File: config.mk
export PLATFORM = sky130hd
export DESIGN_NAME = or1200_dslot_tracker
export DESIGN_NICKNAME = d
export VERILOG_FILES = /design/src/rtl/or1200_dslot_pkg.sv /design/src/rtl/or1200_dslot_tracker.sv
export SDC_FILE = /design/constraint.sdc
export NUM_CORES = 1
export LEC_CHECK = 0
export BUFFER_PORTS_ARGS = -buffer_cell sky130_fd_sc_hd__buf_2
export CAP_MARGIN = 15
export CORE_MARGIN = 2
export CORE_UTILIZATION = 35
export DETAILED_ROUTE_END_ITERATION = 16
export PLACE_DENSITY = 0.66
export SLEW_MARGIN = 20
export SYNTH_ARGS = -nofsm -noshare
export SYNTH_HDL_FRONTEND = slang
export SYNTH_SLANG_ARGS = --single-unit
File: constraint.sdc
create_clock -name clk -period 2.92 [get_ports clk]
set_input_delay 0.438 -clock clk [delete_from_list [all_inputs] [get_ports clk]]
set_output_delay 0.438 -clock clk [all_outputs]
set_load 0.01 [all_outputs]
File: src/rtl/or1200_dslot_pkg.sv
// Shared definitions for the delay-slot tracker.
//  - dslot_state_e : 2-bit FSM state encoding
//  - OR1200 branch-op encodings (mirrors the core's branch-op defines)
//  - is_branch()   : helper that qualifies a branch op with the ID bubble flag
package or1200_dslot_pkg;

  localparam int OR1200_BRANCHOP_WIDTH = 3;

  localparam logic [OR1200_BRANCHOP_WIDTH-1:0] OR1200_BRANCHOP_NOP = 3'd0;
  localparam logic [OR1200_BRANCHOP_WIDTH-1:0] OR1200_BRANCHOP_J   = 3'd1;
  localparam logic [OR1200_BRANCHOP_WIDTH-1:0] OR1200_BRANCHOP_JR  = 3'd2;
  localparam logic [OR1200_BRANCHOP_WIDTH-1:0] OR1200_BRANCHOP_BAL = 3'd3;
  localparam logic [OR1200_BRANCHOP_WIDTH-1:0] OR1200_BRANCHOP_BF  = 3'd4;
  localparam logic [OR1200_BRANCHOP_WIDTH-1:0] OR1200_BRANCHOP_BNF = 3'd5;
  localparam logic [OR1200_BRANCHOP_WIDTH-1:0] OR1200_BRANCHOP_RFE = 3'd6;

  typedef enum logic [1:0] {
    ST_IDLE   = 2'd0,
    ST_BR_DSI = 2'd1,
    ST_BR_NOP = 2'd2,
    ST_DSLOT  = 2'd3
  } dslot_state_e;

  // A real branch sits in ID only when the op is non-NOP and ID is not a bubble.
  function automatic logic is_branch(input logic [OR1200_BRANCHOP_WIDTH-1:0] op,
                                     input logic id_void);
    return (op != OR1200_BRANCHOP_NOP) && !id_void;
  endfunction

endpackage

File: src/rtl/or1200_dslot_tracker.sv
// Delay-slot tracker: follows a branch from ID into EX and reports whether its
// delay slot is a valid instruction (dsi) or still a bubble (nop), then marks
// the slot instruction itself while it is in EX.
// Ports:
//  clk, rst (async, active low)
//  ex_freeze        EX stalled, everything holds
//  ex_flushpipe     return to idle; overrides freeze; pc/err/count kept
//  id_branch_op     branch op of ID instruction
//  id_void/if_void  bubble flags for ID and IF
//  id_pc            PC of ID instruction
//  ex_delayslot_dsi / ex_delayslot_nop / ex_in_dslot  registered state decodes
//  dslot_pc         PC captured when the slot instruction moves into EX
//  dslot_err        sticky: a branch occupied a delay slot
//  br_cnt           saturating count of completed branch+slot pairs
module or1200_dslot_tracker
  import or1200_dslot_pkg::*;
#(
  parameter int CNT_W = 16
) (
  input  logic                             clk,
  input  logic                             rst,
  input  logic                             ex_freeze,
  input  logic                             ex_flushpipe,
  input  logic [OR1200_BRANCHOP_WIDTH-1:0] id_branch_op,
  input  logic                             id_void,
  input  logic                             if_void,
  input  logic [31:0]                      id_pc,
  output logic                             ex_delayslot_dsi,
  output logic                             ex_delayslot_nop,
  output logic                             ex_in_dslot,
  output logic [31:0]                      dslot_pc,
  output logic                             dslot_err,
  output logic [CNT_W-1:0]                 br_cnt
);

  dslot_state_e state, nxt;
  logic         br;
  logic         enter_slot;

  always_comb begin
    br         = is_branch(id_branch_op, id_void);
    nxt        = ST_IDLE;
    enter_slot = 1'b0;
    case (state)
      // DSLOT behaves like IDLE so back-to-back branch pairs chain directly.
      ST_IDLE, ST_DSLOT: begin
        if (br) nxt = if_void ? ST_BR_NOP : ST_BR_DSI;
      end
      ST_BR_DSI: begin
        nxt        = ST_DSLOT;
        enter_slot = 1'b1;
      end
      // Wait as long as needed for the slot instruction to show up in ID.
      ST_BR_NOP: begin
        if (id_void) nxt = ST_BR_NOP;
        else begin
          nxt        = ST_DSLOT;
          enter_slot = 1'b1;
        end
      end
      default: nxt = ST_IDLE;
    endcase
  end

  always_ff @(posedge clk or negedge rst) begin
    if (!rst) begin
      state            <= ST_IDLE;
      ex_delayslot_dsi <= 1'b0;
      ex_delayslot_nop <= 1'b0;
      ex_in_dslot      <= 1'b0;
      dslot_pc         <= '0;
      dslot_err        <= 1'b0;
      br_cnt           <= '0;
    end else if (ex_flushpipe) begin
      state            <= ST_IDLE;
      ex_delayslot_dsi <= 1'b0;
      ex_delayslot_nop <= 1'b0;
      ex_in_dslot      <= 1'b0;
    end else if (!ex_freeze) begin
      state            <= nxt;
      // Outputs are flops decoded from the next state so they line up with state.
      ex_delayslot_dsi <= (nxt == ST_BR_DSI);
      ex_delayslot_nop <= (nxt == ST_BR_NOP);
      ex_in_dslot      <= (nxt == ST_DSLOT);
      if (enter_slot) begin
        dslot_pc <= id_pc;
        if (br_cnt != {CNT_W{1'b1}}) br_cnt <= br_cnt + CNT_W'(1);
        // The instruction now entering the slot is itself a branch.
        if (id_branch_op != OR1200_BRANCHOP_NOP) dslot_err <= 1'b1;
      end
    end
  end

endmodule

# Word level (Yosys, flattened, before mapping)
# Index checks and enable logic that the tools add are counted.
# W data, S select, Z words.
# totals
regBits,54
wordCells,40
# classes
addsub,1
n_eq_ne,8
n_mux,14
bitwise_logic,2
n_reduce_logical,8
# op_table
operator,n
$add A16 B1 Y16 const B,1
$ne A16 B16 Y1 const B,1
$eq A2 B2 Y1 const B,4
$mux W1,8
$mux W2,4
$reduce_and A4 Y1,2
$pmux W2 S3,1
$eq A2 B1 Y1 const B,2
$reduce_and A3 Y1,1
$reduce_bool A3 Y1,1
$logic_not A2 Y1,1
$ne A2 B1 Y1 const B,1
$not A1 Y1,2
$pmux W1 S2,1
$reduce_or A2 Y1,1
$logic_and A1 B1 Y1,1
$logic_not A1 Y1,1

# Depth between registers and ports, before layout
# Gate-level depths: netlist of the first run.
# logic_depth
word_depth,7
ltp_mapped,8
mapped_depth_nobuf,7

# Worst setup path after synthesis of the first run
# Ideal clock, no wire load.
# synth_path
path_kind,reg-to-reg
startpoint,register state[0]
endpoint,register br_cnt[15]
setup_time_ns,0.126
arrival_ns,1.705
t_required_ns,2.794
slack_ns,1.089
stages_incl_launch_ff,9
n_path_buf,1
path_cell_list,dfrtp_1 -> inv_1 -> ha_1 -> nor3_1 -> o21ai_1 -> buf_2 -> nor4_1 -> nand2_1 -> xnor2_1
# synth_between
elab_chain_cells,3
word_cells_on_any_way,4
classes_between,eq/ne: 2; mux: 1; reduce/logical: 1
# synth_lines
element,line,source
start: declaration,or1200_dslot_tracker.sv:36,"dslot_state_e state, nxt;"
start signal: assignment,or1200_dslot_tracker.sv:80,state <= nxt;
$eq A2 B2 Y1 or $eq A2 B1 Y1 (tied branches),or1200_dslot_tracker.sv:44,case (state)
$pmux W1 S2 *,or1200_dslot_tracker.sv:44,
$reduce_and A4 Y1 (no line) *,n/a,
end signal: assignment,or1200_dslot_tracker.sv:87,if (br_cnt != {CNT_W{1'b1}}) br_cnt <= br_cnt + CNT_W'(1);
end: declaration,or1200_dslot_tracker.sv:33,output logic [CNT_W-1:0] br_cnt
# Mark *: on every way between the ends. The rest lies on a longest branch, timed or not.
# A chain may end at the register's enable or synchronous reset.

# Final worst setup path of the first run
# layout_path
startpoint,register state[0]
endpoint,register dslot_pc[14]
# layout_between
elab_chain_cells,3
word_cells_on_any_way,4
classes_between,eq/ne: 2; mux: 1; reduce/logical: 1
# layout_lines
element,line,source
$eq A2 B2 Y1 or $eq A2 B1 Y1 (tied branches),or1200_dslot_tracker.sv:44,
$pmux W1 S2 *,or1200_dslot_tracker.sv:44,
$reduce_and A3 Y1 (no line) *,n/a,
end signal: assignment,or1200_dslot_tracker.sv:86,dslot_pc <= id_pc;
end: declaration,or1200_dslot_tracker.sv:31,"output logic [31:0] dslot_pc,"
# Marks and branches as above.

==> flow_summary_export.csv, run 1 <==
group,metric,value,unit
outcome,status,"finished, final reports clean",
setup_path,cp_max_fo,33,
global_routing,grt_use_total,12.95,%
setup_path,crit_slowest_cell,"o21ai_4",
setup_path,critical_path.top_delay_family,"compound AO/OA/AOI/OAI gates",
synth,syn_area_per_cell,13.76,um^2
synth,ys_seq_area_share,61.02,%
setup_path,worstSetupStartpointType,"flop",
setup_path,cp.arrival,2.48,ns
synth,syn_area,0.002215,mm^2
power,power_frac_seq,53.7,%
power,powerDensity,619.0,mW/mm^2
global_routing,grt_pass1_vias,1583,
timing,timing.hold.ws,0.2389,ns
setup_path,end_kind,"flop",
setup_path,timing.rr.end,"dslot_pc[14]$_DFFE_PN0P_",
global_routing,grt_max_degree,55,
timing,fin_ws,0.6252,ns
synth,synth_area_leaders,"dfrtp_1 (61%), mux2_2 (16%), xnor2_1 (3.6%), xor2_1 (2.4%), ha_1 (1.7%)",
die,die_x,83.55,um
synth,synthCells,161,
route,ant_nets,0,
synth,yosysWarnings,0,
timing,tightest_slew,0.9635,ns
final_layout,final_area,0.002861,mm^2
synth,async_flop_share,100.0,%
synth,syn_nets,205,
flow_run,drv_cap,0,
timing,period_needed,2.295,ns
die,core_area,0.006026,mm^2
setup_path,path_cells,"inv_1 > ha_1 > nor2b_1 > o21ai_4 > buf_4 > mux2_2",
timing,finalHoldViolCount,0,
synth,synth_seq_cells,54,
power,p_sw,0.4824,mW
place,dp.cells,326,
die,die-area,0.006980,mm^2
power,p_leak,1.546,nW
synth,yosysTopAreaCell,"dfrtp_1",
route,viasPerCell,4.725,
setup_path,crit_type,"flop to flop",
route,wl_per_cell,12.62,um
hold_path,hp-class,"input pin to asynchronous set/reset pin",
clocking,clockRootBuffer,"clkbuf_8",
final_layout,fin_nets,302,
power,sw_frac_of_total,27.23,%
timing,fmax,435.8,MHz
final_layout,drive_gt1_share,53.67,%
global_routing,grt_overflow,0,
timing,setup-violations-final,0,
clocking,cts-buffers-inserted,5,
clocking,cts.repair.resized,0,
die,start_util,36.75,%
die,fp-row-count,28,
die,die_y,83.55,um
power,comb_power_share,22.7,%
final_layout,nFillCells,570,
synth,yosys.area.top_type_share,61.02,%
setup_path,r2r-start,"state[0]$_DFFE_PN0P_",
setup_path,max_stage_delay,0.75,ns
power,p_total,1.771,mW
global_routing,grt_pass1_wl,7458,um
setup_path,r2r_cells,6,
place,place_area,0.002770,mm^2
route,drc_errors,0,
power,p_int,1.289,mW
setup_path,worst-endpoint-required,3.10,ns
timing,max-slew-margin-rel,35.52,%
setup_path,crit_end,"dslot_pc[14]$_DFFE_PN0P_",
final_layout,fin_cells,334,
clocking,cts.clk_slew.worst_paths,0.09,ns
clocking,cts_buffer_depth,2,
clocking,cts_setup_buffers,0,
timing,maxSlewViolCount,0,
place,io_buffer_count,92,
clocking,h-tree-depth,2,
route,vias,1578,
timing,setup_tns,0,ns
synth,yosysMostFrequentCell,"dfrtp_1",
clocking,cts_tree,"built",
place,place_ws,0.6057,ns
setup_path,cp.buffers_inverters,2,
route,wl,4215,um
route,initialDrtViolationCount,34,
timing,min_period_over_period,78.59,%
place,place_congestion,0.8168,
synth,synth_edf_count,0,
power,max-vdd-ir-drop,0.2708,mV
final_layout,antenna_cells,0,
global_routing,antenna_found_initial,0,
setup_path,crit_start,"state[0]$_DFFE_PN0P_",
die,ioPinCount,93,
setup_path,rrSetupSlack,0.63,ns
synth,yosysUniqueCellTypes,29,
synth,synth-main-ff-cell,"dfrtp_1",
final_layout,area_growth,29.21,%
timing,finClkSkew,0.003620,ns
synth,yosys-top-cells-count,"dfrtp_1 (54), mux2_2 (32), xnor2_1 (9)",
power,power_frac_clock,23.6,%
place,hpwl,3095,um
final_layout,post-route-util,47.49,%
timing,rsz0062_at_grt,"no",
clocking,cts_hold_buf,0,
clocking,cts_sinks,54,
clocking,clk_latency,0.30,ns
route,first_pass_iters,4,
setup_path,critical_path_depth,6,
## layout by cell type (no fill, tap or decap), drive strengths merged, types with 5 or more instances in the layout
master   n
xor2     6
dfrtp   54
nor3     6
clkbuf   7
mux2    33
buf     94
nand2    8
xnor2    9
nand4    5
nor2     6
## kinds of logic (layout without fill, tap and decap cells)
family / after synthesis / after routing / synth area share (%)
AOI/OAI and AO/OA: 11 / 11 / 3.559
xor gates and xnor gates: 15 / 15 / 5.932
adders and majority gates: 3 / 3 / 1.695
buffers and inverters: 7 / 105 / 1.638
DFF: 54 / 54 / 61.02
muxes: 33 / 33 / 16.78
and+or+nand+nor: 38 / 38 / 9.378
## metal layers
metal | share of wire (%) | vias to the layer above | GRT usage, %
li1 | - | 759 | -
met1 | 45 | 752 | 17.36
met2 | 46 | 61 | 20.38
met3 | 7.5 | 6 | 3.858
met4 | 1.1 | 0 | 3.812
met5 | 0 | - | 0
## registers in the layout (all words and copies together), names as in the netlist
name	count
state	2
ex_delayslot_dsi	1
ex_delayslot_nop	1
dslot_pc	32
br_cnt	16
ex_in_dslot	1
dslot_err	1
## area by class of cell
cell class / instances / area, um^2 / share of cell area (%)
clock buffer: 7 / 86.33 / 3.017
multi-input combinational: 100 / 838.3 / 29.30
clock inverter: 1 / 5.005 / 0.1749
inverter: 3 / 11.26 / 0.3935
tap: 75 / 93.84 / 3.279
timing repair buffer: 94 / 475.5 / 16.62
sequential: 54 / 1351 / 47.22
## power by group through the flow
stage / combinational, mW / sequential [mW] / clock, mW
6_report: 0.402 / 0.951 / 0.418
5_1_grt: 0.441 / 0.975 / 0.481
4_1_cts: 0.412 / 0.954 / 0.444
3_5_place_dp: 0.411 / 0.968 / 0
3_3_place_gp: 0.400 / 0.965 / 0
2_1_floorplan: 0.135 / 1.04 / 0
## worst min path at each step
stage                          startpoint                            to  slack [ns]  cells after the start
floorplan                             rst         br_cnt[0]$_DFFE_PN0P_        0.14                      0
global placement    dslot_err$_DFFE_PN0P_         dslot_err$_DFFE_PN0P_        0.48                      1
detailed placement  dslot_err$_DFFE_PN0P_         dslot_err$_DFFE_PN0P_        0.46                      1
CTS                                   rst         br_cnt[7]$_DFFE_PN0P_        0.27                      2
global route                          rst  ex_delayslot_dsi$_DFFE_PN0P_        0.31                      2
finish                                rst  ex_delayslot_dsi$_DFFE_PN0P_        0.24                      2
Power figures use the tool's default switching activity.
==> run 2, diff against run 1 <==
--- a/config.mk
+++ b/config.mk
@@ -5,12 +5,13 @@
 export SDC_FILE = /design/constraint.sdc
 export NUM_CORES = 1
 export LEC_CHECK = 0
+export ABC_AREA = 1
 export BUFFER_PORTS_ARGS = -buffer_cell sky130_fd_sc_hd__buf_2
 export CAP_MARGIN = 15
 export CORE_MARGIN = 2
 export CORE_UTILIZATION = 35
 export DETAILED_ROUTE_END_ITERATION = 16
-export PLACE_DENSITY = 0.66
+export PLACE_DENSITY = 0.64
 export SLEW_MARGIN = 20
 export SYNTH_ARGS = -nofsm -noshare
 export SYNTH_HDL_FRONTEND = slang
==> constraint.sdc (replaced) <==
create_clock -name clk -period 2.35 [get_ports clk]
set_input_delay 0.3525 -clock clk [delete_from_list [all_inputs] [get_ports clk]]
set_output_delay 0.3525 -clock clk [all_outputs]
set_load 0.01 [all_outputs]
==> run 2 against run 1 <==
First-iteration DRC count is 140% higher. Combinational power is 9.5% lower. Wire length is 43% higher. Sequential power is 16% higher. Utilization is 1.9 points lower. Total power is 20% higher. Flip-flop and latch count stayed put. Setup slack worse by 0.12 ns. Critical path type unchanged. Largest cell class unchanged.
==> flow_summary_export.csv, run 2 <==
group,metric,value,unit
place,place_congestion,0.8723,
final_layout,multi_input_area,0.001084,mm^2
final_layout,drive_gt1_share,27.51,%
power,p_int,1.552,mW
outcome,status,"finished, final reports clean",
clocking,cts_buffer_depth,2,
route,ant_nets,0,
power,sw_frac_of_total,26.92,%
global_routing,grt_max_degree,38,
synth,yosys-top-cells-count,"nand2_1 (183), dfrtp_1 (54), inv_1 (17)",
setup_path,cp_max_fo,25,
power,power_frac_clock,30.9,%
final_layout,layout_commonest_cell,"nand2_1",
timing,finalHoldViolCount,0,
timing,maxSlewViolCount,0,
power,p_total,2.124,mW
clocking,clk_latency,0.30,ns
route,vias,2288,
clocking,cts_tree,"built",
timing,finClkSkew,0.01087,ns
clocking,cts_sinks,54,
timing,rsz0062_at_grt,"no",
flow_run,drv_cap,0,
route,first_pass_iters,4,
final_layout,area_growth,27.79,%
clocking,cts.clk_slew.worst_paths,0.10,ns
die,die_y,89.34,um
synth,async_flop_share,100.0,%
setup_path,max_stage_delay,0.36,ns
synth,yosysUniqueCellTypes,25,
die,die_x,89.34,um
final_layout,post-route-util,45.63,%
setup_path,worst-endpoint-required,2.54,ns
timing,tightest_slew,0.5890,ns
power,p_leak,1.925,nW
final_layout,reg.largest.list,"dslot_pc x32, br_cnt x16, state x2",
timing,setup_tns,0,ns
route,initialDrtViolationCount,83,
power,comb_power_share,17.2,%
synth,yosys.area.top_type_share,53.02,%
place,io_buffer_count,92,
route,viasPerCell,4.426,
final_layout,largest_reg_flops,32,
global_routing,grt_pass1_vias,2015,
global_routing,grt_pass1_wl,9294,um
global_routing,grt_use_total,14.72,%
timing,fin_ws,0.5024,ns
clocking,h-tree-depth,2,
timing,timing.hold.ws,0.2389,ns
final_layout,seq_area,0.001351,mm^2
timing,min_period_over_period,78.62,%
setup_path,crit_slowest_cell,"dfrtp_1",
die,fp-row-count,31,
power,p_sw,0.5717,mW
power,max-vdd-ir-drop,0.3761,mV
place,dp.cells,508,
final_layout,fin_nets,461,
timing,setup-violations-final,0,
synth,synth_edf_count,0,
synth,yosysMostFrequentCell,"nand2_1",
place,place_ws,0.4775,ns
synth,syn_nets,366,
final_layout,antenna_cells,0,
synth,yosysTopAreaCell,"dfrtp_1",
clocking,cts.repair.resized,0,
place,hpwl,4369,um
power,powerDensity,652.1,mW/mm^2
synth,syn_area_per_cell,7.915,um^2
final_layout,final_area,0.003257,mm^2
final_layout,final_cell_mix,"nand2_1 (183), buf_2 (92), dfrtp_1 (54)",
setup_path,crit_type,"flop to flop",
route,wl_per_cell,11.67,um
route,drc_errors,0,
synth,syn_area,0.002549,mm^2
clocking,clockRootBuffer,"clkbuf_8",
place,place_area,0.003126,mm^2
global_routing,grt_overflow,0,
die,die-area,0.007981,mm^2
synth,synthCells,322,
die,core_area,0.007137,mm^2
global_routing,antenna_found_initial,0,
setup_path,cp.arrival,2.04,ns
hold_path,hp-class,"input pin to flop",
synth,yosysWarnings,0,
final_layout,nFillCells,746,
timing,period_needed,1.848,ns
final_layout,fin_cells,517,
setup_path,end_kind,"flop",
die,ioPinCount,93,
die,start_util,35.71,%
setup_path,path_cells,"inv_1 > ha_1 > inv_1 > nand3_2 > inv_2 > o21ai_4 > nand2_1 > nand2_1",
clocking,cts-buffers-inserted,5,
synth,synth_area_leaders,"dfrtp_1 (53%), nand2_1 (27%), inv_1 (2.5%), nor2_1 (2.4%), nand4_1 (1.7%)",
synth,synth_seq_cells,54,
timing,max-slew-margin-rel,60.69,%
synth,synth-main-ff-cell,"dfrtp_1",
setup_path,worstSetupStartpointType,"flop",
route,wl,6032,um
power,power_frac_seq,51.9,%
synth,ys_seq_area_share,53.02,%
timing,fmax,541.3,MHz
final_layout,top_register,"dslot_pc",
[run 2: area by class of cell]
cell class              count  share of cell area, %
multi-input cells         241                  33.27
inverters                  19                  2.190
repair buffers             96                  15.52
well taps                  99                  3.803
clock inverters             2                  1.191
flip-flops and latches     54                  41.49
clock buffers               6                  2.536
[run 2: critical path, delay by kind of cell, from the launching register on]
kind            cells  cell delay [ns]
compound gates      1             0.24
fa+ha+maj           1             0.32
buf+inv             3             0.55
flops               1             0.36
simple gates        3             0.29
[run 2: routing by layer]
metal / GRT usage [%] / vias up / wire, um
met5: 0 / - / 0
met4: 3.799 / 0 / 48
met3: 2.308 / 4 / 214
met2: 25.45 / 57 / 3084
met1: 19.24 / 1053 / 2685
li1: - / 1174 / -
[run 2: worst paths after layout]
check	cells past startpoint	end	start	slack (ns)
max in group asynchronous	3	br_cnt[6]$_DFFE_PN0P_	rst	1.28
min in group asynchronous	2	br_cnt[2]$_DFFE_PN0P_	rst	0.51
hold / removal	3	dslot_pc[10]$_DFFE_PN0P_	id_pc[10]	0.24
hold reg to reg	1	dslot_err$_DFFE_PN0P_	dslot_err$_DFFE_PN0P_	0.47
setup / recovery	8	br_cnt[7]$_DFFE_PN0P_	state[0]$_DFFE_PN0P_	0.50
setup reg to reg	8	br_cnt[7]$_DFFE_PN0P_	state[0]$_DFFE_PN0P_	0.50
[run 2: kinds of logic (layout without fill, tap and decap cells)]
logic type | Yosys count | after routing | share of synthesized area (%)
AOI/OAI and AO/OA | 8 | 8 | 2.307
xor gates and xnor gates | 7 | 7 | 2.406
DFF | 54 | 54 | 53.02
and+or+nand+nor | 223 | 223 | 36.33
buffers and inverters | 27 | 123 | 4.467
adders and majority gates | 3 | 3 | 1.473
[run 2: power by group through the flow]
stage               logic, mW  registers [mW]  clock network [mW]
floorplan               0.114            1.18                   0
global route            0.417            1.12               0.721
global placement        0.363            1.12                   0
CTS                     0.372            1.10               0.686
detailed placement      0.369            1.12                   0
finish                  0.364            1.10               0.657
[run 2: repair_timing]
action                    4_1_cts  5_1_grt
hold buffers                    1        0
hold endpoints to repair       17        0
buffers inserted                0        0
